<file path="config.mk">
export PLATFORM = sky130hd
export DESIGN_NAME = sha256_padder_flat
export DESIGN_NICKNAME = d
export VERILOG_FILES = /design/src/rtl/sha256_padder_if.sv /design/src/rtl/sha256_padder.sv /design/src/flat_wrapper.sv
export SDC_FILE = /design/constraint.sdc
export NUM_CORES = 1
export LEC_CHECK = 0
export CORE_MARGIN = 4
export CORE_UTILIZATION = 51
export DETAILED_ROUTE_END_ITERATION = 6
export PLACE_DENSITY = 0.8
export SKIP_CTS_REPAIR_TIMING = 1
export SLEW_MARGIN = 20
export SYNTH_ARGS = -nofsm -noshare
export SYNTH_HDL_FRONTEND = slang
export SYNTH_SLANG_ARGS = --single-unit
export TNS_END_PERCENT = 100
</file>
<file path="constraint.sdc">
create_clock -name clock -period 3 [get_ports clock]
set_input_delay 0.3 -clock clock [delete_from_list [all_inputs] [get_ports clock]]
set_output_delay 0.3 -clock clock [all_outputs]
set_load 0.01 [all_outputs]
</file>
<file path="src/rtl/sha256_padder_if.sv">
// Host byte stream plus core block handshake seen by the sha256 message padder.
// master = padder side, slave = host/core side.
interface sha256_padder_if;
  logic [7:0]   in_data;
  logic         in_valid;
  logic         in_end;
  logic         in_ready;
  logic [511:0] block;
  logic         start;
  logic         first_block;
  logic         last_block;
  logic         finish;
  logic         msg_done;

  modport master (
    input  in_data, in_valid, in_end, finish,
    output in_ready, block, start, first_block, last_block, msg_done
  );

  modport slave (
    output in_data, in_valid, in_end, finish,
    input  in_ready, block, start, first_block, last_block, msg_done
  );
endinterface

</file>
<file path="src/rtl/sha256_padder.sv">
// Builds FIPS 180-4 padded 512-bit blocks from a byte stream and hands them to the
// sha256 core over a start/finish handshake.
//
// state | meaning
// FILL  | accepting message bytes / end strobe into the current block
// PAD   | write 0x80, zero fill and (if it fits) the bit length
// LEN   | build a trailing block holding only the bit length
// SEND  | one-cycle start pulse to the core
// WAIT  | hold the block until the core reports finish
module sha256_padder #(
  parameter int LEN_W = 64
) (
  input logic            clock,
  input logic            reset,
  sha256_padder_if.master bus
);
  typedef enum logic [2:0] {FILL, PAD, LEN, SEND, WAIT} state_e;

  state_e           state_q, state_d;
  logic [5:0]       byte_idx_q, byte_idx_d;
  logic [LEN_W-1:0] bit_len_q, bit_len_d;
  logic [511:0]     block_q, block_d;
  logic             first_block_q, first_block_d;
  logic             last_block_q, last_block_d;
  logic             msg_done_q, msg_done_d;
  logic             end_pend_q, end_pend_d;
  logic             len_pend_q, len_pend_d;
  logic             first_flag_q, first_flag_d;
  logic             in_ready;
  logic             take_byte;
  logic             take_end;
  logic [63:0]      len64;

  assign in_ready  = (state_q == FILL) && !reset;
  assign take_byte = bus.in_valid && in_ready;
  assign take_end  = bus.in_end && in_ready;
  assign len64     = 64'(bit_len_q);

  always_comb begin
    state_d       = state_q;
    byte_idx_d    = byte_idx_q;
    bit_len_d     = bit_len_q;
    block_d       = block_q;
    first_block_d = first_block_q;
    last_block_d  = last_block_q;
    msg_done_d    = 1'b0;
    end_pend_d    = end_pend_q;
    len_pend_d    = len_pend_q;
    first_flag_d  = first_flag_q;

    case (state_q)
      FILL: begin
        if (take_byte) begin
          for (int i = 0; i < 64; i++) begin
            if (6'(i) == byte_idx_q) block_d[511-8*i -: 8] = bus.in_data;
          end
          byte_idx_d = byte_idx_q + 6'd1;
          bit_len_d  = bit_len_q + LEN_W'(8);
          // A full block goes out first; a coincident end is padded afterwards.
          if (byte_idx_q == 6'd63) begin
            state_d      = SEND;
            last_block_d = 1'b0;
            end_pend_d   = take_end;
          end else if (take_end) begin
            state_d = PAD;
          end
        end else if (take_end) begin
          state_d = PAD;
        end
      end

      PAD: begin
        for (int i = 0; i < 64; i++) begin
          if (6'(i) == byte_idx_q)     block_d[511-8*i -: 8] = 8'h80;
          else if (6'(i) > byte_idx_q) block_d[511-8*i -: 8] = 8'h00;
        end
        if (byte_idx_q <= 6'd55) begin
          block_d[63:0] = len64;
          last_block_d  = 1'b1;
        end else begin
          len_pend_d   = 1'b1;
          last_block_d = 1'b0;
        end
        state_d = SEND;
      end

      LEN: begin
        block_d      = {448'd0, len64};
        last_block_d = 1'b1;
        len_pend_d   = 1'b0;
        state_d      = SEND;
      end

      SEND: begin
        first_flag_d = 1'b0;
        state_d      = WAIT;
      end

      WAIT: begin
        if (bus.finish) begin
          if (last_block_q) begin
            msg_done_d   = 1'b1;
            bit_len_d    = '0;
            byte_idx_d   = '0;
            block_d      = '0;
            first_flag_d = 1'b1;
            state_d      = FILL;
          end else if (len_pend_q) begin
            state_d = LEN;
          end else if (end_pend_q) begin
            end_pend_d = 1'b0;
            byte_idx_d = '0;
            block_d    = '0;
            state_d    = PAD;
          end else begin
            byte_idx_d = '0;
            block_d    = '0;
            state_d    = FILL;
          end
        end
      end

      default: state_d = FILL;
    endcase

    // first_block must already be valid in the SEND cycle alongside start.
    if (state_d == SEND) first_block_d = first_flag_q;
  end

  always_ff @(posedge clock) begin
    if (reset) begin
      state_q       <= FILL;
      byte_idx_q    <= '0;
      bit_len_q     <= '0;
      block_q       <= '0;
      first_block_q <= 1'b0;
      last_block_q  <= 1'b0;
      msg_done_q    <= 1'b0;
      end_pend_q    <= 1'b0;
      len_pend_q    <= 1'b0;
      first_flag_q  <= 1'b1;
    end else begin
      state_q       <= state_d;
      byte_idx_q    <= byte_idx_d;
      bit_len_q     <= bit_len_d;
      block_q       <= block_d;
      first_block_q <= first_block_d;
      last_block_q  <= last_block_d;
      msg_done_q    <= msg_done_d;
      end_pend_q    <= end_pend_d;
      len_pend_q    <= len_pend_d;
      first_flag_q  <= first_flag_d;
    end
  end

  assign bus.in_ready    = in_ready;
  assign bus.block       = block_q;
  assign bus.start       = (state_q == SEND);
  assign bus.first_block = first_block_q;
  assign bus.last_block  = last_block_q;
  assign bus.msg_done    = msg_done_q;
endmodule

</file>
<file path="src/flat_wrapper.sv">
// flat-port wrapper written by rule: the top's interface ports become plain ports
module sha256_padder_flat 
#(
  parameter int LEN_W = 64
)
  (clock, reset, bus_in_data, bus_in_valid, bus_in_end, bus_finish, bus_in_ready, bus_block, bus_start, bus_first_block, bus_last_block, bus_msg_done);
  sha256_padder_if bus_i ();
  input logic clock;
  input logic reset;
  input wire logic [$bits(bus_i.in_data)-1:0] bus_in_data;
  input wire logic [$bits(bus_i.in_valid)-1:0] bus_in_valid;
  input wire logic [$bits(bus_i.in_end)-1:0] bus_in_end;
  input wire logic [$bits(bus_i.finish)-1:0] bus_finish;
  output wire logic [$bits(bus_i.in_ready)-1:0] bus_in_ready;
  output wire logic [$bits(bus_i.block)-1:0] bus_block;
  output wire logic [$bits(bus_i.start)-1:0] bus_start;
  output wire logic [$bits(bus_i.first_block)-1:0] bus_first_block;
  output wire logic [$bits(bus_i.last_block)-1:0] bus_last_block;
  output wire logic [$bits(bus_i.msg_done)-1:0] bus_msg_done;
  assign bus_i.in_data = bus_in_data;
  assign bus_i.in_valid = bus_in_valid;
  assign bus_i.in_end = bus_in_end;
  assign bus_i.finish = bus_finish;
  assign bus_in_ready = bus_i.in_ready;
  assign bus_block = bus_i.block;
  assign bus_start = bus_i.start;
  assign bus_first_block = bus_i.first_block;
  assign bus_last_block = bus_i.last_block;
  assign bus_msg_done = bus_i.msg_done;
  sha256_padder #(.LEN_W(LEN_W)) u_core (.clock(clock), .reset(reset), .bus(bus_i));
endmodule
</file>
After elaboration in Yosys (flattened, before gate mapping) --
Cells that the tools add are included.
Cells by class: reductions and logical operators 83, eq/ne operators 205, multiplexer cells 231, add/sub/neg operators 2, bitwise logic cells 2, $lt $le $gt $ge 65
Operators with widths (number):
- $mux 512 | 4
- $pmux 512 s4 | 1
- $mux 8 | 192
- $reduce_and 6->1 | 65
- $mux 64 | 4
- $eq 6x6->1 const A | 32
- $gt 6x6->1 const A | 32
- $ne 3x1->1 const B | 56
- $ne 2x2->1 const B | 69
- $pmux 64 s2 | 1
- $eq 5x6->1 const A | 16
- $gt 5x6->1 const A | 16
- $add 64x4->64 const B | 1
- $eq 4x6->1 const A | 8
- $gt 4x6->1 const A | 8
- $ne 4x1->1 const B | 8
- $eq 3x6->1 const A | 4
- $gt 3x6->1 const A | 4
- $mux 6 | 4
- $mux 3 | 6
- $mux 1 | 13
- $eq 2x6->1 const A | 2
- $gt 1x6->1 const A | 2
- $gt 2x6->1 const A | 2
- 26 further kinds | 38
Word-level totals: output and inout bits 517, register bits 591

Longest topological paths before layout --
word-level depth 8, gate-level depth with buffers 11

Worst setup path before layout --
Ideal clock, no wire load.
path kind reg-to-reg, from register u_core.byte_idx_q[0], to register u_core.block_q[463] (netlist: u_core.bus.block[463]), setup slack 0.659 ns, stages on the path, launching flop included 11, arrival time 2.220 ns, cells stage by stage dfxtp_1 -> clkbuf_1 -> clkbuf_1 -> inv_1 -> ha_1 -> clkbuf_1 -> a21o_1 -> nand2_1 -> a21o_1 -> buf_2 -> mux2_2
Between the ends: longest elaborated chain between the ends 3
RTL lines:
- start, declared | line sha256_padder.sv:20 | logic [5:0] byte_idx_q, byte_idx_d;
- start signal, assigned | line sha256_padder.sv:144 | byte_idx_q <= byte_idx_d;
- $gt 3x6->1 / $eq 3x6->1 (equally long branches) | line sha256_padder.sv:75, sha256_padder.sv:55, sha256_padder.sv:74
- $ne 3x1->1 (no line), or another cell as far along
- $reduce_and 6->1 (no line) / $pmux 512 s4 (equally long branches)
- end signal, assigned | line sha256_padder.sv:146 | block_q <= block_d;
- end, declared | line sha256_padder.sv:22 | logic [511:0] block_q, block_d;
Parallel ways exist; a longest one is shown, timed or not. A chain may end at the register's enable or synchronous reset.

Worst setup path after layout --
from register u_core.state_q[1], to output bus_in_ready
Between the ends: longest elaborated chain between the ends 2
RTL lines:
- start, declared | line sha256_padder.sv:19 | state_e state_q, state_d;
- start signal, assigned | line sha256_padder.sv:143 | state_q <= state_d;
- $logic_not 3->1 | line sha256_padder.sv:34 | assign in_ready = (state_q == FILL) && !reset;
- $logic_and 1x1->1 | line sha256_padder.sv:34
- end, declared | line flat_wrapper.sv:14 | output wire logic [$bits(bus_i.in_ready)-1:0] bus_in_ready;
Every way passes these cells.

==> parameters.txt <==
Parameter                              Value

Synth
  Compound-gate portion of the synthesized area    0.1477
  Average cell area after synthesis    9.492 µm²
  Combinational family with the most area after synthesis    simple AND/OR/NAND/NOR gates
  XOR/XNOR Fraction of Synth Area    0.01251
  Predominant post-synthesis flop cell    dfxtp_1
  Area share of and/or/nand/nor cells after synthesis    0.1639
  Share of synthesized registers carrying an async set or reset    0
  Fraction of the yosys area taken by sequential cells    0.4805
  Share of synthesized cell area in full adder, half adder and majority cells    0.002043
  Area of the mapped netlist    24500 µm²
  Count leader, synth    dfxtp_1
  Area leader, netlist    dfxtp_1
  Leading cell types by total area after synthesis    dfxtp_1 48%, mux2i_1 15%, nor2_1 5.9%, a21oi_1 4.0%, o21ai_0 2.6%
  Fraction of post-synthesis cell area in the top cell type by area    0.4805
  Cell types with the highest counts after synthesis    588 x dfxtp_1, 387 x nor2_1, 364 x mux2i_1
  Number of register bits inferred by synthesis    588
  Synthesized instance count    2581
  Synthesized Nets    2598
  Multiplexer area fraction after synthesis    0.1492
  Synthesis Warnings    0
  Number of synthesized flops with an enable pin    0
  Number of distinct standard cells referenced by the synthesized netlist    91

Final layout
  Multi-input combinational cell area    11700 µm²
  Syn-to-layout area delta    33.87%
  Finished Layout Cells    3754
  Number of nets in the finished design    3105
  Layout fillers    3647
  Fraction of final layout cells with drive strength greater than 1    0.1097
  Post-route core utilization    0.6883
  Summed area of non-filler cells in the final layout    32800 µm²
  Sequential standard cell area    11770 µm²

Placed design
  Area of placed instances    30720 µm²
  Placer congestion estimate    1.021
  Buffers added on ports    529
  Placed wire-length estimate after detailed placement    62.51 mm
  Cell total after placement    3642

Power and ir drop
  Maximum resistive drop on vdd    0.0006101 V
  Cell-internal power    20.71 mW
  Clock network fraction of total power    0.233
  Combinational power share    0.442
  Flop pwr share    0.325
  Net switching power    12.30 mW
  Power per standard cell area    1007 nW/µm²
  Fraction of power spent switching nets    0.3727
  Lkg Pwr    12.44 nW

Floorplan
  Die X-Extent    227.2 µm
  IO Pins    530
  Starting density of the core    0.5142
  Number of rows created at floorplan    80
  Height of the die    227.2 µm
  Total Die Area    51610 µm²
  Core outline area    47650 µm²

Worst hold path
  Worst hold start    bus_in_end
  Hold path depth    3
  Capture endpoint of the worst hold path    u_core.end_pend_q
  Hold WC Path Type    input pin to flip-flop

Detailed routing
  First-pass DRT Iterations    5
  Iteration-0 DRC count of the detailed router    1969
  Via total after detailed routing    22090
  Vias per inst    5.885
  WL per Instance    23.66 µm
  Post-route antenna net violation count    0
  Final WL    88.84 mm
  Total DRC errors in the routed layout    0

Setup path
  Cell type of the slowest stage on the worst timing path    clkdlybuf4s50_1
  Setup slack on the worst flop-to-flop path    0.11 ns
  CP endpoint kind    output pin
  Critical path arrival    2.60 ns
  Largest fanout of any net on the critical path    25
  Worst flop-to-flop path startpoint    u_core.byte_idx_q[5]
  Critical path type    flip-flop to output pin
  Kind of launch point of the worst setup path    flip-flop
  Chain of cells forming the critical path    or3_4, buf_4, nor2_1, clkdlybuf4s50_1
  Cells on worst reg2reg path    6
  Worst flop-to-flop path endpoint    u_core.bus.block[97]
  Required time reported for the critical path endpoint    2.70 ns
  Crit path largest cell delay    0.61 ns

Timing
  Minimum clock period after layout    2.896 ns
  Slew of the pin with the lowest slew margin    1.106 ns
  Peak Freq    345.3 MHz
  RSZ-0062 raised after global routing    no
  Final hold vios    0
  Slew HR    0.2624
  Fraction of the cycle the final worst path needs    0.9654
  Final setup violating endpoints    0
  Final hold slack    0.4030 ns
  Setup total negative slack    0 ns
  Pins Over Slew Limit    0
  Worst Clk Skew    0.01563 ns

Global routing
  Global routing usage on met3    0.09452
  Layer with the highest usage after global routing    met2
  Number of global-route vias before repair    22250
  Maximum number of pins on one net before global-route repair    116
  GR Layer Usage met2    0.5381
  Antenna violations before repair    3
  Aggregate global routing overflow    0
  Total global routing track utilization    0.3291
  Met1 track utilization from global routing    0.4042
  Wire length of the first global-routing pass    133.5 mm

CTS
  Clock Tree Buf Depth    3
  Number of buffers added by the clock tree synthesis step    58
  CTS tree    built
  Root Driver    clkbuf_16
  Clk Latency, worst-skew pair    0.62 ns
  Post-CTS clock slew at the launch and capture registers of the worst setup and hold paths    0.06 ns
  Count of H-tree levels built during CTS    2
  Clock tree sinks    588

Run status
  Result of the run    finished, final reports clean

Run
  Max Cap Violations    0
-- how the worst max path moves through the flow --
stage | from | endpoint | cells past startpoint
after global placement | u_core.byte_idx_q[5] | u_core.bus.block[99] | 6
after global routing | u_core.byte_idx_q[5] | u_core.bus.block[97] | 6
final | u_core.state_q[1] | bus_in_ready | 4
after CTS | u_core.state_q[1] | bus_in_ready | 4
after floorplan | u_core.byte_idx_q[0] | u_core.bus.block[463] | 10
after detailed placement | u_core.state_q[1] | u_core.bus.block[275] | 6
-- state kept, by name, indices dropped and copies added (netlist names) --
signal	count
u_core.len_pend_q	1
u_core.end_pend_q	1
u_core.first_flag_q	1
u_core.bus.last_block	1
u_core.bus.block	512
u_core.bus.first_block	1
u_core.byte_idx_q	6
u_core.state_q	3
u_core.bus.msg_done	1
u_core.bit_len_q	61
-- worst max-delay path: cells and delay by family (launching register included) --
| family | cells | cell delay [ns] |
|---|---|---|
| buffers and inverters | 2 | 0.86 |
| DFF | 1 | 0.43 |
| and+or+nand+nor | 2 | 0.68 |
-- metrics by stage --
stage | setup slack (ns) | power, mW
final | 0.1037 | 33.01
after global routing | 0.001003 | 34.42
after CTS | 0.03047 | 32.97
after detailed placement | 0.1586 | 25.21
after global placement | 0.2260 | 24.92
after floorplan | 0.6592 | 18.35
-- cells in the final DEF (no fill, tap or decap), types with 21 or more instances in the layout --
cell	netlist	layout
a211oi_1	40	40
a211oi_4	24	24
a21oi_1	198	198
a311oi_1	23	23
buf_4	16	129
clkbuf_16	0	61
clkdlybuf4s50_1	0	528
dfxtp_1	588	587
mux2i_1	364	364
nand2_1	150	149
nand3_1	87	87
nand4_1	30	30
nor2_1	387	387
o21ai_0	127	127
or3_1	31	30
xnor2_1	21	21
-- cell type report --
cell class,count,area share
sequential,588,0.3590
multi-input combinational,1755,0.3568
timing repair buffer,668,0.1964
clock buffer,82,0.05322
tap,615,0.02346
clock inverter,25,0.008851
inverter,17,0.002022
antenna,4,0.0003052
-- cell families after synthesis --
family / Yosys count
AOI/OAI and AO/OA: 516
DFF: 588
adders and majority gates: 4
and+or+nand+nor: 835
muxes: 365
buffers and inverters: 238
xor gates and xnor gates: 35
-- power groups by stage --
stage	sequential [mW]	combinational, mW	clock (mW)
global route	10.9	15.4	8.06
detailed placement	10.8	14.4	0
global placement	10.8	14.2	0
floorplan	11.5	6.89	0
finish	10.7	14.6	7.68
CTS	10.7	14.5	7.73
-- per-layer routing --
layer	wire length, µm	vias up
li1	-	10090
met1	34250	10700
met2	41800	1045
met5	0	-
met4	4577	0
met3	8213	258
(Power assumes the default switching activity.)
